**config.mk**
```make
export PLATFORM = sky130hd
export DESIGN_NAME = async_fifo_wptr_full
export DESIGN_NICKNAME = d
export VERILOG_FILES = /design/src/rtl/async_fifo_pkg.sv /design/src/rtl/bin2gray.sv /design/src/rtl/sync_ff_chain.sv /design/src/rtl/async_fifo_wptr_full.sv
export SDC_FILE = /design/constraint.sdc
export NUM_CORES = 1
export LEC_CHECK = 0
export ABC_AREA = 1
export CAP_MARGIN = 20
export CORE_MARGIN = 3
export CORE_UTILIZATION = 50
export DETAILED_ROUTE_END_ITERATION = 12
export PLACE_DENSITY = 0.78
export SYNTH_ARGS = -nofsm -noshare
export SYNTH_HDL_FRONTEND = slang
export SYNTH_SLANG_ARGS = --single-unit
```
**constraint.sdc**
```tcl
create_clock -name clk_i -period 2.5 [get_ports clk_i]
set_input_delay 0.5 -clock clk_i [delete_from_list [all_inputs] [get_ports clk_i]]
set_output_delay 0.5 -clock clk_i [all_outputs]
set_load 0.01 [all_outputs]
```
**src/rtl/async_fifo_pkg.sv**
```systemverilog
// Shared definitions for the async FIFO pointer blocks (write side and read side).
package async_fifo_pkg;

    localparam int DEFAULT_ADDR_WIDTH = 4;
    localparam int PTR_W = DEFAULT_ADDR_WIDTH + 1;
    localparam int DEPTH = 2 ** DEFAULT_ADDR_WIDTH;

    // Width-agnostic: zero-extended Gray input yields zero-extended binary.
    function automatic logic [31:0] gray2bin(input logic [31:0] gray);
        logic [31:0] bin;
        bin = gray;
        for (int s = 1; s < 32; s = s * 2) begin
            bin = bin ^ (bin >> s);
        end
        return bin;
    endfunction

endpackage

```
**src/rtl/bin2gray.sv**
```systemverilog
// Binary to reflected-Gray converter shared by both pointer blocks.
module bin2gray #(
    parameter int DATA_WIDTH = 4
) (
    input  logic [DATA_WIDTH-1:0] bin_i,
    output logic [DATA_WIDTH-1:0] gray_o
);

    assign gray_o = bin_i ^ (bin_i >> 1);

endmodule

```
**src/rtl/sync_ff_chain.sv**
```systemverilog
// Plain multi-flop synchroniser for a Gray-coded pointer crossing clock domains.
module sync_ff_chain
    import async_fifo_pkg::*;
#(
    parameter int WIDTH  = 5,
    parameter int STAGES = 2
) (
    input  logic             clk_i,
    input  logic             rst_i,
    input  logic [WIDTH-1:0] d_i,
    output logic [WIDTH-1:0] q_o
);

    (* ASYNC_REG = "TRUE" *) logic [WIDTH-1:0] stage_q [STAGES];

    always_ff @(posedge clk_i) begin
        if (rst_i) begin
            for (int i = 0; i < STAGES; i++) begin
                stage_q[i] <= '0;
            end
        end else begin
            stage_q[0] <= d_i;
            for (int i = 1; i < STAGES; i++) begin
                stage_q[i] <= stage_q[i-1];
            end
        end
    end

    assign q_o = stage_q[STAGES-1];

endmodule

```
**src/rtl/async_fifo_wptr_full.sv**
```systemverilog
// Write-domain pointer, Gray export and full / almost-full / level generation for the async FIFO.
// ADDR_WIDTH must be at least 2 for the full-compare slicing.
module async_fifo_wptr_full
    import async_fifo_pkg::*;
#(
    parameter int ADDR_WIDTH      = 4,
    parameter int SYNC_STAGES     = 2,
    parameter int ALMOST_FULL_LVL = 12
) (
    input  logic                  clk_i,
    input  logic                  rst_i,
    input  logic                  wr_en_i,
    input  logic [ADDR_WIDTH:0]   rd_gray_ptr_i,
    output logic [ADDR_WIDTH-1:0] waddr_o,
    output logic                  wr_push_o,
    output logic [ADDR_WIDTH:0]   wr_gray_ptr_o,
    output logic                  full_o,
    output logic                  almost_full_o,
    output logic [ADDR_WIDTH:0]   wr_level_o,
    output logic                  overflow_o
);

    localparam int AW = ADDR_WIDTH;
    localparam int PW = ADDR_WIDTH + 1;

    logic [AW:0] wbin;
    logic [AW:0] wbin_next;
    logic [AW:0] wgray_next;
    logic [AW:0] rq_sync;
    logic [AW:0] rbin_sync;
    logic [AW:0] level_next;
    logic        push;
    logic        full_next;
    logic        almost_full_next;

    assign push      = wr_en_i & ~full_o;
    assign wr_push_o = push;
    assign waddr_o   = wbin[AW-1:0];
    assign wbin_next = wbin + {{AW{1'b0}}, push};

    bin2gray #(
        .DATA_WIDTH(PW)
    ) u_bin2gray (
        .bin_i (wbin_next),
        .gray_o(wgray_next)
    );

    sync_ff_chain #(
        .WIDTH (PW),
        .STAGES(SYNC_STAGES)
    ) u_rq_sync (
        .clk_i(clk_i),
        .rst_i(rst_i),
        .d_i  (rd_gray_ptr_i),
        .q_o  (rq_sync)
    );

    // Full when the next write pointer is exactly one lap ahead of the synced read pointer.
    assign full_next        = (wgray_next == {~rq_sync[AW:AW-1], rq_sync[AW-2:0]});
    assign rbin_sync        = PW'(gray2bin(32'(rq_sync)));
    assign level_next       = wbin_next - rbin_sync;
    assign almost_full_next = (32'(level_next) >= ALMOST_FULL_LVL);

    always_ff @(posedge clk_i) begin
        if (rst_i) begin
            wbin          <= '0;
            wr_gray_ptr_o <= '0;
            full_o        <= 1'b0;
            almost_full_o <= 1'b0;
            wr_level_o    <= '0;
            overflow_o    <= 1'b0;
        end else begin
            wbin          <= wbin_next;
            wr_gray_ptr_o <= wgray_next;
            full_o        <= full_next;
            almost_full_o <= almost_full_next;
            wr_level_o    <= level_next;
            overflow_o    <= wr_en_i & full_o;
        end
    end

endmodule

```
==> run metrics <==
Cells after Synth=181; register area share after synthesis=42.56%; Post-Syn Nets=194; Initial Utilization=54.78%; launch point of the worst reg-to-reg path=u_rq_sync.stage_q[0][8]; fraction of layout cells with a size suffix above 1=9.722%; R2R setup slack=0.48 ns; FF+latch area=540.5 um2; minimum clock period after layout=2.164 ns; critical path arrival=1.66 ns; number of global-route vias before repair=1048; Internal=0.6351 mW; Worst Setup SP=wr_en_i; # fillers=194; diodes inserted=0; Die ar.=3180 um2; worst-skew pair later-pin latency=0.32 ns; switching part of the total power=28.23%; CP Cell Sequence=clkdlybuf4s50_1 -> inv_1 -> nor2_1 -> clkdlybuf4s50_1; global route overflow=0; Std-Cell Rows=17; Syn Std Cell Area=1270 um2; initial antenna violation count=0; Setup Total Neg Slack=0 ns; register bit total from synthesis=27; CTS tree=done; H-tree depth=1; syn_area_per_cell=7.016 um2; status=complete, no violations; # DRC=0; PortBufs=25; Hold Crit Depth=2; clk sinks=27; Post-CTS Resized=0; measured slew at the worst slew-check pin=0.2627 ns; commonest non-fill, non-tap cell in the layout=nand2_1; drt initial violations=26; total core area=2318 um2; Final Wtd Congestion=0.7978; wire per inst=10.42 um; Startpoint Class=input pin; most frequent cells in the layout=nand2_1, inv_1, nor2_1, dfxtp_1, clkdlybuf4s50_1; part of the power in registers=53.6%; Post-DP HPWL=2040 um; RSZ-0062 raised after global routing=no; Clk network pwr share=20.6%; count of cell types in the netlist=19; Final Setup Violations=0; cell mode on critical path=clkdlybuf4s50_1; VDD IR max=0.0003591 V; Worst setup EP type=output port; Hold Path Origin=u_rq_sync.stage_q[0][3]; Worst Reg-to-Reg Cells=15; Endpoint, Worst Hold=u_rq_sync.stage_q[0][8]; # nets final=230; Finished Core Util=70.48%; CTS buffer count=3; Final ANT Viol Nets=0; Yosys warning total=0; first-pass GRT wire length=4215 um; routed wire length=2543 um; Die Y=56.40 um; clock skew=0.005993 ns; critical path peak fanout=3; IO Pins=26; final hold vios=0; slowest stage delay, CP=0.53 ns; FMAX=462.0 MHz; via count=1174; post-CTS setup buffer count=0; Longest Clk Path Bufs=2; Gate power share=25.8%; Total GRT Usage=17.13%; P_sw=0.2498 mW; Area growth, synth to finish=28.67%; RR Endpoint=almost_full_o; die width=56.40 um; vias per inst=4.811; Clk Tree Root Cell=clkbuf_4; Max Slew Vio Count=0; Worst path slowest cell=clkdlybuf4s50_1; footprint of the multi-input gates=605.6 um2; Hold-fix buffers, CTS=0; worst rel slew slack=82.43%; number of max-cap violations=0; largest net degree at the start of global routing=24; LEAKAGE=0.8089 nW; HP Class=reg -> reg; Clk pin slew, worst setup/hold paths=0.13 ns; Final period util=86.57%; TritonRoute pass-1 iters=4; Critical Path RT=2.00 ns; Power Total=0.8849 mW; Power Density=541.5 nW/um2; worst setup path class=in -> out
power groups by stage:
stage / combinational (mW) / sequential, mW / clock, mW
final: 0.228 / 0.475 / 0.182
after global routing: 0.256 / 0.479 / 0.211
after CTS: 0.230 / 0.475 / 0.194
after detailed placement: 0.228 / 0.485 / 0
after global placement: 0.224 / 0.483 / 0
after floorplan: 0.118 / 0.495 / 0
sequential cells by signal, indices dropped and copies added, names as in the netlist:
name / count
full_o: 1
wr_gray_ptr_o: 5
wr_level_o: 5
u_rq_sync.stage_q: 10
almost_full_o: 1
overflow_o: 1
wbin: 4
final cells by class:
type                    count  area share (%)
inverters                  31           7.121
flip-flops and latches     27           33.08
repair buffers             33           18.99
multi-input cells         121           37.06
clock buffers               4           1.608
well taps                  28           2.144
routing by layer:
| metal | part of all wire (%) | track usage, % | routed length [um] |
|---|---|---|---|
| met3 | 6.0 | 3.448 | 152 |
| met2 | 45 | 28.21 | 1149 |
| met4 | 4.0 | 12.20 | 101 |
| met1 | 45 | 19.57 | 1140 |
| met5 | 0 | 0 | 0 |
synthesized netlist by cell type, drive strengths merged:
library cell | instances | area share, %
nor2 | 28 | 8.9
clkbuf | 2 | 0.59
inv | 31 | 9.2
xnor2 | 2 | 1.4
nand2 | 54 | 17
nor3 | 1 | 0.39
dfxtp | 27 | 43
nand3 | 19 | 7.9
xor2 | 4 | 3.9
a21oi | 4 | 1.6
o21bai | 2 | 1.2
nand3b | 1 | 0.59
ha | 5 | 4.9
o21ai | 1 | 0.39
worst max-delay path by stage:
stage / to / slack, ns
finish: wr_push_o / 0.34
floorplan: almost_full_o / 0.47
global route: almost_full_o / 0.20
detailed placement: almost_full_o / 0.01
CTS: wr_push_o / 0.33
global placement: almost_full_o / 0.08
logic make-up after synthesis:
kind of cell	count (synthesis)	synth area share (%)
compound gates	7	3.152
fa+ha+maj	5	4.926
buf+inv	33	9.754
xor+xnor	6	5.321
flops	27	42.56
simple gates	103	34.29
worst max-delay path, delay by kind of cell:
kind / cells / cell delay [ns]
buffers and inverters: 3 / 1.08
and+or+nand+nor: 1 / 0.08
stage by stage:
| step | hold WS [ns] | cell area, um2 | std cells | setup WS (ns) |
|---|---|---|---|---|
| final | 0.4155 | 1634 | 244 | 0.3357 |
| after global routing | 0.4304 | 1634 | 244 | 0.2009 |
| after CTS | 0.4179 | 1634 | 244 | 0.3270 |
| after detailed placement | 0.3991 | 1608 | 240 | 0.01019 |
| after global placement | 0.3893 | 1608 | 240 | 0.08182 |
| after floorplan | 0.3883 | 1270 | 181 | 0.4696 |
Note: power is estimated with default switching activity, not from simulation.
==> variant: new RTL, same settings <==
The parameter `ADDR_WIDTH` goes from 4 to 2.
--- a/src/rtl/async_fifo_wptr_full.sv
+++ b/src/rtl/async_fifo_wptr_full.sv
@@ -3,7 +3,7 @@
 module async_fifo_wptr_full
     import async_fifo_pkg::*;
 #(
-    parameter int ADDR_WIDTH      = 4,
+    parameter int ADDR_WIDTH      = 2,
     parameter int SYNC_STAGES     = 2,
     parameter int ALMOST_FULL_LVL = 12
 ) (
Interface: changed (resized rd_gray_ptr_i, waddr_o, wr_gray_ptr_o and wr_level_o); port bits go from 26 to 18. No check against the original RTL was run, so the function may have changed too.
==> variant against the original RTL <==
Core utilization grew 4.1 points. Wire length shrank 54%. Worst setup slack got worse by 29 ps. Final area down 47%. Worst hold slack got worse by 12 ps. Count of clock-buffer cells in the layout did not move. Largest cell class is now registers. Total power decreased by 34%. Critical path depth did not move. Critical endpoint unchanged. Sequential cell count decreased by 11. Synthesized area is 48% lower. Final cell count decreased by 51%.
==> variant: results (changes against the original RTL) <==
stage,metric,value,unit,change
cells_and_area,layout_top_registers,"u_rq_sync.stage_q (6), wr_gray_ptr_o (3), wr_level_o (3)",,
route,dr.first_iter.drc_count,8,,-69%
placement,placement.io_buffers,16,,-36%
timing,clock-skew-final,6.343,ps,+0.3498 ps
synth,synthDistinctLibCells,13,,-6
synth,post_synthesis_net_count,96,,-51%
hold_path,hold_end,u_rq_sync.stage_q[0][5],,
worst_setup_path,reg2reg_depth,9,,-6
synth,synthAdderAreaFrac,0.08762,,+0.03836
synth,synth_top_cells_by_area,"sky130_fd_sc_hd__dfxtp_1, sky130_fd_sc_hd__inv_1, sky130_fd_sc_hd__nand2_1",,
route,route.vias.total,590,,-50%
grt,gr-usage-all-layers,0.1484,,-0.02288
placement,detailedPlace.worstSlack,125.6,ps,+115.4 ps
placement,gp_weighted_congestion,0.7660,,-4.0%
placement,dpl_hpwl,889.1,µm,-56%
placement,placedCellCount,116,,-52%
timing,hold_slack,403.5,ps,-11.98 ps
outcome,run_status,"finished, final reports clean",,
synth,ys_seq_area_frac,0.4876,,+0.06200
worst_setup_path,worst_ep_arrival_time,1690,ps,+30 ps
worst_setup_path,setup.reg_to_reg.worst_slack,710,ps,+230 ps
timing,slew_at_the_pin_with_the_worst_max_slew_slack,510.2,ps,+247.5 ps
worst_setup_path,critical_path_peak_fanout,2,,-1
worst_setup_path,max_stage_delay,550,ps,+20 ps
hold_path,worstHoldStart,u_rq_sync.stage_q[0][2],,
grt,grt_pass1_wl,2014,µm,-52%
worst_setup_path,worstReg2RegStart,u_rq_sync.stage_q[0][4],,
synth,synth_xor_area_frac,0.02667,,-0.02654
power,power.internal,0.4323,mW,-32%
cells_and_area,drive_gt1_frac,0.06604,,-0.03118
route,wire_per_inst,9.825,µm,-5.7%
power,worst_ir_drop_vdd,0.4123,mV,+15%
route,via_per_inst,4.917,,+2.2%
synth,ys_top_cells_by_count,"sky130_fd_sc_hd__dfxtp_1, sky130_fd_sc_hd__inv_1, sky130_fd_sc_hd__nand2_1",,
grt,via_count_of_the_first_global_routing_pass,510,,-51%
==> variant: changes by cell type in the layout (fill, tap and decap cells not counted), sizes merged, moves of 6 or more <==
| cell | delta |
|---|---|
| clkdlybuf4s50 | -9 |
| nor2 | -13 |
| nand3 | -9 |
| buf | -6 |
| dfxtp | -11 |
| inv | -14 |
| nand2 | -38 |
==> variant: worst min-delay path, cell delays in order, from the launching register on <==
cell and delay (ps):
sky130_fd_sc_hd__dfxtp_1 310, sky130_fd_sc_hd__inv_1 40, sky130_fd_sc_hd__nor2_1 30
==> variant: how the worst max path moves through the flow <==
stage | start | end | slack, ps | cells after the start
2_1_floorplan | wr_en_i | wr_level_o[2] | 560 | 10
3_3_place_gp | wr_en_i | wr_level_o[2] | 170 | 11
3_5_place_dp | wr_en_i | wr_level_o[2] | 130 | 11
4_1_cts | wr_en_i | wr_push_o | 300 | 4
5_1_grt | wr_en_i | wr_push_o | 230 | 4
6_report | wr_en_i | wr_push_o | 310 | 4
==> variant: cell type report <==
cell class	count	area (µm²)	share of cell area
Timing Repair Buffer	18	175.2	0.2006
Multi-Input combinational cell	51	260.3	0.2980
Inverter	17	63.81	0.07307
Clock buffer	4	36.28	0.04155
Tap cell	14	17.52	0.02006
Sequential cell	16	320.3	0.3668
==> variant: power groups by stage <==
stage | clock network, mW | logic (mW) | registers, mW
3_3_place_gp | 0 | 0.130 | 0.288
2_1_floorplan | 0 | 0.0634 | 0.297
5_1_grt | 0.190 | 0.152 | 0.285
3_5_place_dp | 0 | 0.135 | 0.289
6_report | 0.171 | 0.134 | 0.282
4_1_cts | 0.175 | 0.136 | 0.283
==> variant: layer usage <==
layer  GRT usage  up-vias  part of all wire
met2      0.2644       28              0.53
met3     0.03863        5             0.078
met4     0.07453        0             0.022
li1            -      296                 -
met1      0.1583      261              0.37
met5           0        -                 0
